$ cat src/rtl/exc_pipe_if.sv
// Bus between the exception pipeline and its environment.
// The CP0/datapath side is the master; exc_pipe is the slave.
interface exc_pipe_if #(
  parameter int unsigned STAGES = 4,
  parameter int unsigned CODE_W = 5,
  parameter int unsigned PC_W   = 32,
  parameter int unsigned CNT_W  = 8
);
  logic                       in_vld;
  logic [CODE_W-1:0]          in_code;
  logic [PC_W-1:0]            in_pc;
  logic                       in_bd;
  logic [STAGES*CODE_W-1:0]   src_code;
  logic [STAGES-1:0]          stall;
  logic                       int_req;
  logic                       eret;
  logic [STAGES*CODE_W-1:0]   st_code;
  logic                       exc_req;
  logic [CODE_W-1:0]          exc_code;
  logic [PC_W-1:0]            exc_epc;
  logic                       exc_bd;
  logic                       flush;
  logic [CNT_W-1:0]           exc_cnt;
  logic [CODE_W-1:0]          last_code;

  modport master (
    output in_vld, in_code, in_pc, in_bd, src_code, stall, int_req, eret,
    input  st_code, exc_req, exc_code, exc_epc, exc_bd, flush, exc_cnt, last_code
  );

  modport slave (
    input  in_vld, in_code, in_pc, in_bd, src_code, stall, int_req, eret,
    output st_code, exc_req, exc_code, exc_epc, exc_bd, flush, exc_cnt, last_code
  );
endinterface

$ cat src/rtl/exc_pipe.sv
// Exception-code pipeline: carries the earliest code per instruction down the stages
// and makes the interrupt/exception decision at the last stage.
module exc_pipe #(
  parameter int unsigned STAGES = 4,
  parameter int unsigned CODE_W = 5,
  parameter int unsigned PC_W   = 32,
  parameter int unsigned CNT_W  = 8
) (
  input  logic       clk,
  input  logic       reset,
  exc_pipe_if.slave  bus
);
  localparam int unsigned LAST = STAGES - 1;

  logic [STAGES-1:0]              vld;
  logic [STAGES-1:0]              bd;
  logic [STAGES-1:0][CODE_W-1:0]  code;
  logic [STAGES-1:0][PC_W-1:0]    pc;
  logic [STAGES-1:0][CODE_W-1:0]  src;
  logic [STAGES-1:0][CODE_W-1:0]  m;
  logic                           pcv_last;
  logic                           int_take;
  logic                           exc_take;
  logic                           exc_req;
  logic                           flush;
  logic [CODE_W-1:0]              exc_code;
  logic [CNT_W-1:0]               cnt;
  logic [CODE_W-1:0]              last;

  assign src = bus.src_code;

  // Earliest recorded code wins; empty stages report no code.
  always_comb begin
    m = '0;
    for (int k = 0; k < STAGES; k++) begin
      if (vld[k]) m[k] = (code[k] != '0) ? code[k] : src[k];
    end
  end

  for (genvar k = 0; k < STAGES; k++) begin : g_stage
    logic              s_vld;
    logic              s_bd;
    logic [CODE_W-1:0] s_code;
    logic [PC_W-1:0]   s_pc;
    logic              up_stall;
    logic              r_vld;
    logic              r_bd;
    logic [CODE_W-1:0] r_code;
    logic [PC_W-1:0]   r_pc;

    if (k == 0) begin : g_src
      assign s_vld    = bus.in_vld;
      assign s_code   = bus.in_code;
      assign s_pc     = bus.in_pc;
      assign s_bd     = bus.in_bd;
      assign up_stall = 1'b0;
    end else begin : g_src
      assign s_vld    = vld[k-1];
      assign s_code   = m[k-1];
      assign s_pc     = pc[k-1];
      assign s_bd     = bd[k-1];
      assign up_stall = bus.stall[k-1];
    end

    // A stalled upstream stage feeds a bubble that still carries its pc/bd.
    always_ff @(posedge clk) begin
      if (reset || flush) begin
        r_vld  <= 1'b0;
        r_code <= '0;
        r_pc   <= '0;
        r_bd   <= 1'b0;
      end else if (!bus.stall[k]) begin
        r_vld  <= s_vld & ~up_stall;
        r_code <= up_stall ? '0 : s_code;
        r_pc   <= s_pc;
        r_bd   <= s_bd;
      end
    end

    assign vld[k]  = r_vld;
    assign code[k] = r_code;
    assign pc[k]   = r_pc;
    assign bd[k]   = r_bd;
  end

  // Only the commit stage's pc-valid flag is ever observed.
  always_ff @(posedge clk) begin
    if (reset || flush)      pcv_last <= 1'b0;
    else if (!bus.stall[LAST]) pcv_last <= 1'b1;
  end

  assign int_take = bus.int_req & pcv_last;
  assign exc_take = vld[LAST] & (m[LAST] != '0);
  assign exc_req  = int_take | exc_take;
  assign exc_code = int_take ? '0 : m[LAST];
  assign flush    = exc_req | bus.eret;

  always_ff @(posedge clk) begin
    if (reset) begin
      cnt  <= '0;
      last <= '0;
    end else if (exc_req) begin
      if (cnt != '1) cnt <= cnt + CNT_W'(1);
      last <= exc_code;
    end
  end

  assign bus.st_code   = m;
  assign bus.exc_req   = exc_req;
  assign bus.exc_code  = exc_code;
  assign bus.exc_epc   = pc[LAST] - (bd[LAST] ? PC_W'(4) : PC_W'(0));
  assign bus.exc_bd    = bd[LAST];
  assign bus.flush     = flush;
  assign bus.exc_cnt   = cnt;
  assign bus.last_code = last;
endmodule
$ cat src/flat_wrapper.sv
// flat-port wrapper written by rule: the top's interface ports become plain ports
module exc_pipe_flat 
#(
  parameter int unsigned STAGES = 4,
  parameter int unsigned CODE_W = 5,
  parameter int unsigned PC_W   = 32,
  parameter int unsigned CNT_W  = 8
)
  (clk, reset, bus_in_vld, bus_in_code, bus_in_pc, bus_in_bd, bus_src_code, bus_stall, bus_int_req, bus_eret, bus_st_code, bus_exc_req, bus_exc_code, bus_exc_epc, bus_exc_bd, bus_flush, bus_exc_cnt, bus_last_code);
  exc_pipe_if #(.STAGES(STAGES), .CODE_W(CODE_W), .PC_W(PC_W), .CNT_W(CNT_W)) bus_i ();
  input  logic clk;
  input  logic reset;
  input wire logic [$bits(bus_i.in_vld)-1:0] bus_in_vld;
  input wire logic [$bits(bus_i.in_code)-1:0] bus_in_code;
  input wire logic [$bits(bus_i.in_pc)-1:0] bus_in_pc;
  input wire logic [$bits(bus_i.in_bd)-1:0] bus_in_bd;
  input wire logic [$bits(bus_i.src_code)-1:0] bus_src_code;
  input wire logic [$bits(bus_i.stall)-1:0] bus_stall;
  input wire logic [$bits(bus_i.int_req)-1:0] bus_int_req;
  input wire logic [$bits(bus_i.eret)-1:0] bus_eret;
  output wire logic [$bits(bus_i.st_code)-1:0] bus_st_code;
  output wire logic [$bits(bus_i.exc_req)-1:0] bus_exc_req;
  output wire logic [$bits(bus_i.exc_code)-1:0] bus_exc_code;
  output wire logic [$bits(bus_i.exc_epc)-1:0] bus_exc_epc;
  output wire logic [$bits(bus_i.exc_bd)-1:0] bus_exc_bd;
  output wire logic [$bits(bus_i.flush)-1:0] bus_flush;
  output wire logic [$bits(bus_i.exc_cnt)-1:0] bus_exc_cnt;
  output wire logic [$bits(bus_i.last_code)-1:0] bus_last_code;
  assign bus_i.in_vld = bus_in_vld;
  assign bus_i.in_code = bus_in_code;
  assign bus_i.in_pc = bus_in_pc;
  assign bus_i.in_bd = bus_in_bd;
  assign bus_i.src_code = bus_src_code;
  assign bus_i.stall = bus_stall;
  assign bus_i.int_req = bus_int_req;
  assign bus_i.eret = bus_eret;
  assign bus_st_code = bus_i.st_code;
  assign bus_exc_req = bus_i.exc_req;
  assign bus_exc_code = bus_i.exc_code;
  assign bus_exc_epc = bus_i.exc_epc;
  assign bus_exc_bd = bus_i.exc_bd;
  assign bus_flush = bus_i.flush;
  assign bus_exc_cnt = bus_i.exc_cnt;
  assign bus_last_code = bus_i.last_code;
  exc_pipe #(.STAGES(STAGES), .CODE_W(CODE_W), .PC_W(PC_W), .CNT_W(CNT_W)) u_core (.clk(clk), .reset(reset), .bus(bus_i));
endmodule
$ cat config.mk
export PLATFORM = sky130hd
export DESIGN_NAME = exc_pipe_flat
export DESIGN_NICKNAME = d
export VERILOG_FILES = /design/src/rtl/exc_pipe_if.sv /design/src/rtl/exc_pipe.sv /design/src/flat_wrapper.sv
export SDC_FILE = /design/constraint.sdc
export NUM_CORES = 1
export LEC_CHECK = 0
export ABC_CLOCK_PERIOD_IN_PS = 5700
export CORE_ASPECT_RATIO = 1.1
export CORE_UTILIZATION = 43
export CTS_CLUSTER_SIZE = 14
export DETAILED_ROUTE_END_ITERATION = 7
export GPL_TIMING_DRIVEN = 0
export PLACE_DENSITY = 0.73
export SETUP_SLACK_MARGIN = 0.3
export SYNTH_ARGS = -nofsm -noshare
export SYNTH_HDL_FRONTEND = slang
export SYNTH_SLANG_ARGS = --single-unit
$ cat constraint.sdc
create_clock -name clk -period 5.7 [get_ports clk]
set_input_delay 1.14 -clock clk [delete_from_list [all_inputs] [get_ports clk]]
set_output_delay 1.14 -clock clk [all_outputs]
set_load 0.005 [all_outputs]
Word level (Yosys, flattened, before mapping)
Index checks and enable logic that the tools add are counted.
{"block": "totals", "reg_bits": 170, "out_inout_bits": 73, "word_cells": 52}
{"block": "classes", "add_sub_neg": 2, "n_eq_ne": 1, "mux": 13, "bitwise": 10, "n_reduce_logical": 7}
{"cell": "$mux W5", "n": 12}
{"cell": "$sub A32 B32 Y32", "n": 1}
{"cell": "$reduce_bool A5 Y1", "n": 5}
{"cell": "$add A8 B1 Y8 const B", "n": 1}
{"cell": "$ne A8 B8 Y1 const B", "n": 1}
{"cell": "$and A1 B1 Y1", "n": 5}
{"cell": "$mux W3", "n": 1}
{"cell": "$not A1 Y1", "n": 3}
{"cell": "$or A1 B1 Y1", "n": 2}
{"cell": "$reduce_and A2 Y1", "n": 1}
{"cell": "$logic_or A1 B1 Y1", "n": 1}

Depth between registers and ports, before layout
Gate-level depths: netlist of run 1.
{"block": "depth", "word_depth": 8, "ltp_mapped": 9, "ltp_nobuf": 7}

Worst setup path after synthesis of run 1
OpenSTA, ideal clock, no wires.
{"block": "synth_path", "path_kind": "input to output", "start": "in bus_int_req", "end": "out bus_flush", "arrival_ps": 2025, "required_time_ps": 4560, "setup_slack_ps": 2535, "stages": 5, "path_cell_list": "a211oi_1 a41o_1 buf_6 clkbuf_1 nand2b_1"}
{"block": "synth_between", "elab_chain_len": 3}
{"item": "start, declared", "line": "flat_wrapper.sv:19", "source": "input wire logic [$bits(bus_i.int_req)-1:0] bus_int_req;"}
{"item": "$and A1 B1 Y1", "line": "exc_pipe.sv:92", "source": "assign int_take = bus.int_req & pcv_last;"}
{"item": "$or A1 B1 Y1", "line": "exc_pipe.sv:94", "source": "assign exc_req = int_take | exc_take;"}
{"item": "$or A1 B1 Y1", "line": "exc_pipe.sv:96", "source": "assign flush = exc_req | bus.eret;"}
{"item": "end, declared", "line": "flat_wrapper.sv:26", "source": "output wire logic [$bits(bus_i.flush)-1:0] bus_flush;"}
Every way passes these cells.

Final worst setup path of run 1
Same ends and word-level chain as after synthesis.

==> results of run 1 <==
-- worst max-delay path: stages --
cell and delay (ns):
clkdlybuf4s50_1 0.46, a211oi_1 0.26, a41o_1 0.24, buf_6 0.15, clkbuf_1 0.38, nand2b_1 0.09
clkdlybuf4s50_1 0.45
-- registers in the layout, indices dropped and copies added, names as in the netlist --
register               flops
u_core.bus.last_code       5
u_core.bus.exc_cnt         8
u_core.pcv_last            1
u_core.g_stage.r_bd        3
u_core.g_stage.r_pc      128
u_core.g_stage.r_vld       4
u_core.bus.exc_bd          1
u_core.g_stage.r_code     20
-- worst max-delay path by stage --
stage | endpoint | slack (ns) | from
after CTS | bus_flush | 1.40 | bus_int_req
after floorplan | bus_flush | 2.54 | bus_int_req
after global routing | bus_exc_epc[29] | 1.21 | u_core.bus.exc_bd
final | bus_flush | 1.40 | bus_int_req
after global placement | bus_flush | 1.45 | bus_int_req
after detailed placement | bus_flush | 1.40 | bus_int_req
-- cell type report --
class	instances	share of cell area
Clock buffer	23	0.04742
Inverter	11	0.004256
Clock inverter	9	0.008633
Timing Repair Buffer	135	0.1313
Buffer	44	0.03830
Tap cell	243	0.02955
Sequential cell	170	0.3307
Multi-Input combinational cell	507	0.4098
-- through the flow --
| stage | setup WS (ns) | hold WS [ns] | cell area [µm²] | instances | total power [mW] |
|---|---|---|---|---|---|
| after floorplan | 2.535 | 0.4564 | 8058 | 732 | 1.383 |
| after global placement | 1.450 | 0.4687 | 9713 | 1110 | 1.461 |
| after detailed placement | 1.405 | 0.4756 | 9713 | 1110 | 1.463 |
| after CTS | 1.396 | 0.4881 | 10290 | 1142 | 2.582 |
| after global routing | 1.211 | 0.5032 | 10290 | 1142 | 2.640 |
| final | 1.397 | 0.4857 | 10290 | 1142 | 2.548 |
-- power breakdown --
| part | total [mW] | switching [mW] | internal (mW) |
|---|---|---|---|
| clock network | 1.11 | 0.467 | 0.648 |
| logic | 0.226 | 0.117 | 0.110 |
| registers | 1.21 | 0.00728 | 1.20 |
| total | 2.55 | 0.590 | 1.96 |
-- layout by cell type (no fill, tap or decap), types with 8 or more instances in the layout --
master,count
inv_1,10
a31o_2,9
nor2_4,110
nor3_1,8
and2_1,11
nor2b_1,12
a31oi_1,10
a22oi_1,9
clkbuf_1,24
dfxtp_1,170
buf_12,11
a2bb2oi_1,11
clkdlybuf4s50_1,135
xnor2_1,20
clkbuf_16,17
nand2_1,15
mux2i_1,138
a21oi_1,14
nor2_1,72
-- kinds of logic (layout without fill, tap and decap cells) --
| family | Yosys count | count (layout) | share of synthesized area |
|---|---|---|---|
| XOR/XNOR | 27 | 27 | 0.02935 |
| multiplexers | 138 | 138 | 0.1714 |
| adder cells (fa/ha/maj) | 3 | 3 | 0.004659 |
| AO/OA/AOI/OAI | 64 | 64 | 0.05668 |
| buffers and inverters | 55 | 222 | 0.05435 |
| flip-flops | 170 | 170 | 0.4224 |
| AND/OR/NAND/NOR | 275 | 275 | 0.2612 |
-- routing by layer --
layer,vias to the layer above,share of wire
li1,2840,-
met1,2556,0.44
met2,110,0.50
met3,15,0.039
met4,0,0.016
met5,-,0
==> impl_results.md, run 1 <==
* Die area at 19290 µm²
* Seq. cell area at 3403 µm²
* Post-CTS Repair Setup Buffers at 0
* Initial antenna violation count at 0
* H-tree depth at 4
* #FFs+latches synth at 170
* Max Cap Viol at 0
* CTS root buf: clkbuf_16
* CTS Buf Count at 17
* Area contributors post-synth: dfxtp_1, mux2i_1, nor2_4
* Mean Syn Cell Area at 11.01 µm²
* Vias post-DR at about 5500
* Vias/cell at just under 5
* Total number of yosys warnings at 0
* Slew Viols, Final at 0
* CTS tree: built
* Grt met3 use at 0.03692
* Leak at 3.731 nW
* Layout fillers at 1605
* Final Skew at around 0.0085 ns
* Register area share after synthesis at 0.4224
* Vias in the first global route at between 5000 and 6000
* Post-synth top area share at 0.4224
* Fin util at 0.5608
* Clock Latency Late Sink at about 0.43 ns
* Hold path cells at 2
* Longest Clk Path Bufs at 2
* Worst Hold Endpoint: u_core.bus.last_code[0]
* Max VDD drop at 0.2354 mV
* Core box area at 18350 µm²
* CTS Sinks at 170
* R2R Path End: u_core.g_stage[3].r_pc[30]
* Wire per inst at 14.51 µm
* # port buffers at around 140
* Hold/Removal Path Class: reg2reg
* Ys async rst share at 0
* Clock transition at path regs at about 0.06 ns
* Most frequent cell after synthesis: dfxtp_1
* Final GP Congestion at 0.8319
* Pin count of the biggest net entering global routing at 17
* Post-Syn Nets at 802
* Post-synthesis cell area at 8058 µm²
* Final Setup Violations at 0
* Period utilization at 0.7550
* GR Util met1 at 0.2170
* Initial drt markers at between 150 and 200
* Synth cell count leaders: dfxtp_1, mux2i_1, nor2_4
* R2r setup slk at 3.56 ns
* Fmax at approximately 0.23 GHz
* Worst hold path startpoint: u_core.bus.last_code[0]
* Initial core utilization at 0.4392
* Die width at 132.5 µm
* Drt first pass iters at 4
* Remaining Overflow, GRT at 0
* Drt total wl at 16.57 mm
* CTS hold repair buffers at 0
* Main synth FF type: dfxtp_1
* Critical path fanouts, max at 10
* Post-DP HPWL at 12.55 mm
* Slew margin rel. at 0.4186
* Critical path data required time at 4.56 ns
* Site row count at 52
* Setup crit start kind: input pin
* Crit end category: output port
* I/O Pins at 140
* Ant. Diodes at 0
* Met2 GRT Util at 0.3121
* Status: completed
* Synthesized instance count at 732
* Drt drc at 0
* Pwr/cell area at between 200 and 250 nW/µm²
* Die Height at 145.6 µm
* Critical path class: in2out
* Area of the multi-input gates at approximately 4200 µm²
* Worst r2r path cells at 9
* Worst-Margin Slew at 0.8721 ns
* Gr busiest metal: met2
* Layout cells sized above 1 at 0.1980
* Unrepaired setup endpoints after global routing: no
* Synth area leader: dfxtp_1
* FF-to-FF Start: u_core.g_stage[3].r_code[0]
* Final #Nets at 956
* Area delta synth->final at 27.70%
* Post-CTS sizing at 0
* Arrival @ worst endpoint at 3.16 ns
* Antenna viol nets, final at 0
* Total GRT Usage at 0.1791
* Number of flops mapped to enable cells by yosys at 0
* Sum Neg Setup Slack at 0 ns
* Synth cell types at between 40 and 50
* Post-route minimum period at 4.303 ns
* First-pass GRT wire length at 27.05 mm
* Final Hold Fails at 0
No activity file was read; power rests on OpenSTA's default activity.
==> run 2, diff against run 1 <==
- ABC_CLOCK_PERIOD_IN_PS: 5700 -> 4100
- clock period: 5.7 -> 4.1 ns (I/O delays scaled with it)
==> run 2 against run 1 <==
Compared with the run above: worst setup slack lost 0.96 ns; clock power increased by 40%; via count grew 0.40%; sequential power grew 39%; critical path depth did not move; core utilization is 0.11 points higher; register-to-register slack lost 1.6 ns; worst hold slack is essentially flat; combinational power increased by 39%; clock skew about the same; global-route usage about the same; critical path type unchanged; critical endpoint unchanged; largest cell class unchanged; largest power group unchanged; highest routed layer unchanged.
==> impl_results.md, run 2 (same netlist as run 1, synthesis figures left out) <==
* Status: completed (unchanged)
* Max Cap Viol at 0 (unchanged)
* Hold/Removal Path Class: reg2reg (unchanged)
* FF-to-FF Start: u_core.g_stage[3].r_code[0] (unchanged)
* Total GRT Usage at 0.1792 (was 0.1791)
* Site row count at 52 (unchanged)
* Worst-Margin Slew at 0.8724 ns (was 0.8721 ns)
* Ant. Diodes at 0 (unchanged)
* WP depth at 7 (unchanged)
* Final Skew at 0.008624 ns (was 0.008531 ns)
* CP startpoint: bus_int_req (unchanged)
* Final worst slack at 0.4366 ns (was 1.397 ns)
* Wire per inst at 14.54 µm (was 14.51 µm)
* Clock transition at path regs at 0.06 ns (about the same)
* Area delta synth->final at 27.95% (was 27.70%)
* Layout fillers at 1606 (was 1605)
* Unrepaired setup endpoints after global routing: no (unchanged)
* Antenna viol nets, final at 0 (unchanged)
* I/O Pins at 140 (unchanged)
* Vias/cell at 4.850 (was 4.835)
* Critical path fanouts, max at 10 (unchanged)
* Worst r2r path cells at 9 (unchanged)
* Vias in the first global route at 5379 (was 5383)
* Vias post-DR at 5543 (was 5521)
* Die Height at 145.6 µm (unchanged)
* Fin Hold WS at 0.4857 ns (about the same)
* Max VDD drop at 0.3281 mV (was 0.2354 mV)
* H-tree depth at 4 (unchanged)
* Commonest non-fill, non-tap cell in the layout: dfxtp_1 (unchanged)
* Setup crit start kind: input pin (unchanged)
* Final #Nets at 957 (was 956)
* CP max stage delay at 0.46 ns (about the same)
* First-pass GRT wire length at 27.06 mm (was 27.05 mm)
* Slew margin rel. at 0.4184 (was 0.4186)
* Largest Register: u_core.g_stage.r_pc (unchanged)
* Drt drc at 0 (unchanged)
* Die area at 19290 µm² (unchanged)
* Initial core utilization at 0.4392 (unchanged)
* Layout cells sized above 1 at 0.2011 (was 0.1980)
* Drt total wl at 16.62 mm (was 16.57 mm)
* Place WS at 0.4447 ns (was 1.405 ns)
* Post-route cell area at 10310 µm² (was 10290 µm²)
* Post-place instance area at 9713 µm² (unchanged)
* Core box area at 18350 µm² (unchanged)
* Longest Clk Path Bufs at 2 (unchanged)
* # port buffers at 135 (unchanged)
* Most frequent cells in the layout: dfxtp_1, mux2i_1, clkdlybuf4s50_1 (unchanged)
* CTS Buf Count at 17 (unchanged)
* Period utilization at 0.8935
* Tot Pwr at 3.545 mW (was 2.548 mW)
* Slew Viols, Final at 0 (unchanged)
* CTS tree: built (unchanged)
* Die width at 132.5 µm (unchanged)
* Critical path class: in2out (unchanged)
* Leak at 3.742 nW (was 3.731 nW)
* Crit path buf inv count at 4 (unchanged)
* Remaining Overflow, GRT at 0 (unchanged)
* Slowest stage cell, crit path: clkdlybuf4s50_1 (unchanged)
* Clock Latency Late Sink at 0.43 ns (about the same)
* CP delay by family, top: buffers and inverters (unchanged)
* Initial antenna violation count at 0 (unchanged)
* Post-DP HPWL at 12.55 mm (unchanged)
* Fmax at 0.2730 GHz
* Critical path data required time at 3.28 ns (was 4.56 ns)
* CP dominant cell by count: clkdlybuf4s50_1 (unchanged)
* Sum Neg Setup Slack at 0 ns (unchanged)
* Final Setup Violations at 0 (unchanged)
* Arrival @ worst endpoint at 2.84 ns (was 3.16 ns)
* Final GP Congestion at 0.8319 (unchanged)
* Worst hold path startpoint: u_core.bus.last_code[0] (unchanged)
* Hold path cells at 2 (unchanged)
* CTS root buf: clkbuf_16 (unchanged)
* Post-route minimum period at 3.663 ns
* Crit-path cells: clkdlybuf4s50_1 > a211oi_1 > a41o_1 > buf_6 > clkbuf_1 > nand2b_1 > clkdlybuf4s50_1 (unchanged)
* Final Hold Fails at 0 (unchanged)
* Initial drt markers at 199 (was 191)
* Max reg flops at 128 (unchanged)
* Drt first pass iters at 4 (unchanged)
* CTS Sinks at 170 (unchanged)
* Pin count of the biggest net entering global routing at 17 (unchanged)
* Pwr/cell area at 343.8 nW/µm² (was 247.6 nW/µm²)
* Crit end category: output port (unchanged)
[run 2: cell count changes in the layout (fill, tap and decap cells not counted)]
cell	previous run	this run
nor3b_4	0	1
clkbuf_1	24	23
clkbuf_2	0	1
nor3b_1	2	1
buf_4	2	3
[run 2: stage by stage]
| step | utilization | cells |
|---|---|---|
| after floorplan | - | 732 |
| after global placement | 0.5294 | 1110 |
| after detailed placement | 0.5294 | 1110 |
| after CTS | 0.5612 | 1142 |
| after global routing | 0.5619 | 1143 |
| final | 0.5619 | 1143 |
[run 2: path summary, 6_finish.rpt]
kind                                 to  slack [ns]
max                           bus_flush        0.44
min             u_core.bus.last_code[0]        0.49
min reg2reg     u_core.bus.last_code[0]        0.49
max reg2reg  u_core.g_stage[3].r_pc[30]        1.96
[run 2: power by group]
group | total (mW) | internal [mW] | switching (mW) | leakage, nW
Clock | 1.55 | 0.901 | 0.651 | 0.264
Combinational | 0.315 | 0.152 | 0.162 | 2.11
Sequential | 1.68 | 1.67 | 0.0101 | 1.37
Total | 3.54 | 2.72 | 0.823 | 3.74
[run 2: area by class of cell]
class | instances | area [µm²] | area share
inverters | 11 | 43.79 | 0.004248
well taps | 243 | 304.0 | 0.02949
plain buffers | 44 | 395.4 | 0.03835
clock buffers | 23 | 488.0 | 0.04733
flip-flops and latches | 170 | 3403 | 0.3301
multi-input cells | 507 | 4228 | 0.4101
clock inverters | 9 | 88.84 | 0.008616
repair buffers | 136 | 1359 | 0.1318
[run 2: metal layers]
layer	up-vias	GRT usage	part of all wire
met1	2574	0.2170	0.44
met2	110	0.3124	0.50
met5	-	0	0
li1	2844	-	-
met3	15	0.03692	0.039
met4	0	0.06437	0.016
[run 2: repair_timing]
action,4_1_cts,5_1_grt
setup buffers,0,1
gates resized for setup,2,1
endpoints found under the setup margin,10,10
pin swaps,0,1
hold buffers,0,0
[run 2: worst register-to-register path, stage by stage (launching register included)]
cell and delay, ns:
dfxtp_1 0.36, a211oi_1 0.24, a41o_1 0.24, buf_6 0.15
inv_4 0.05, or3_1 0.38, buf_2 0.20, buf_6 0.17
buf_6 0.19, nor2_4 0.11
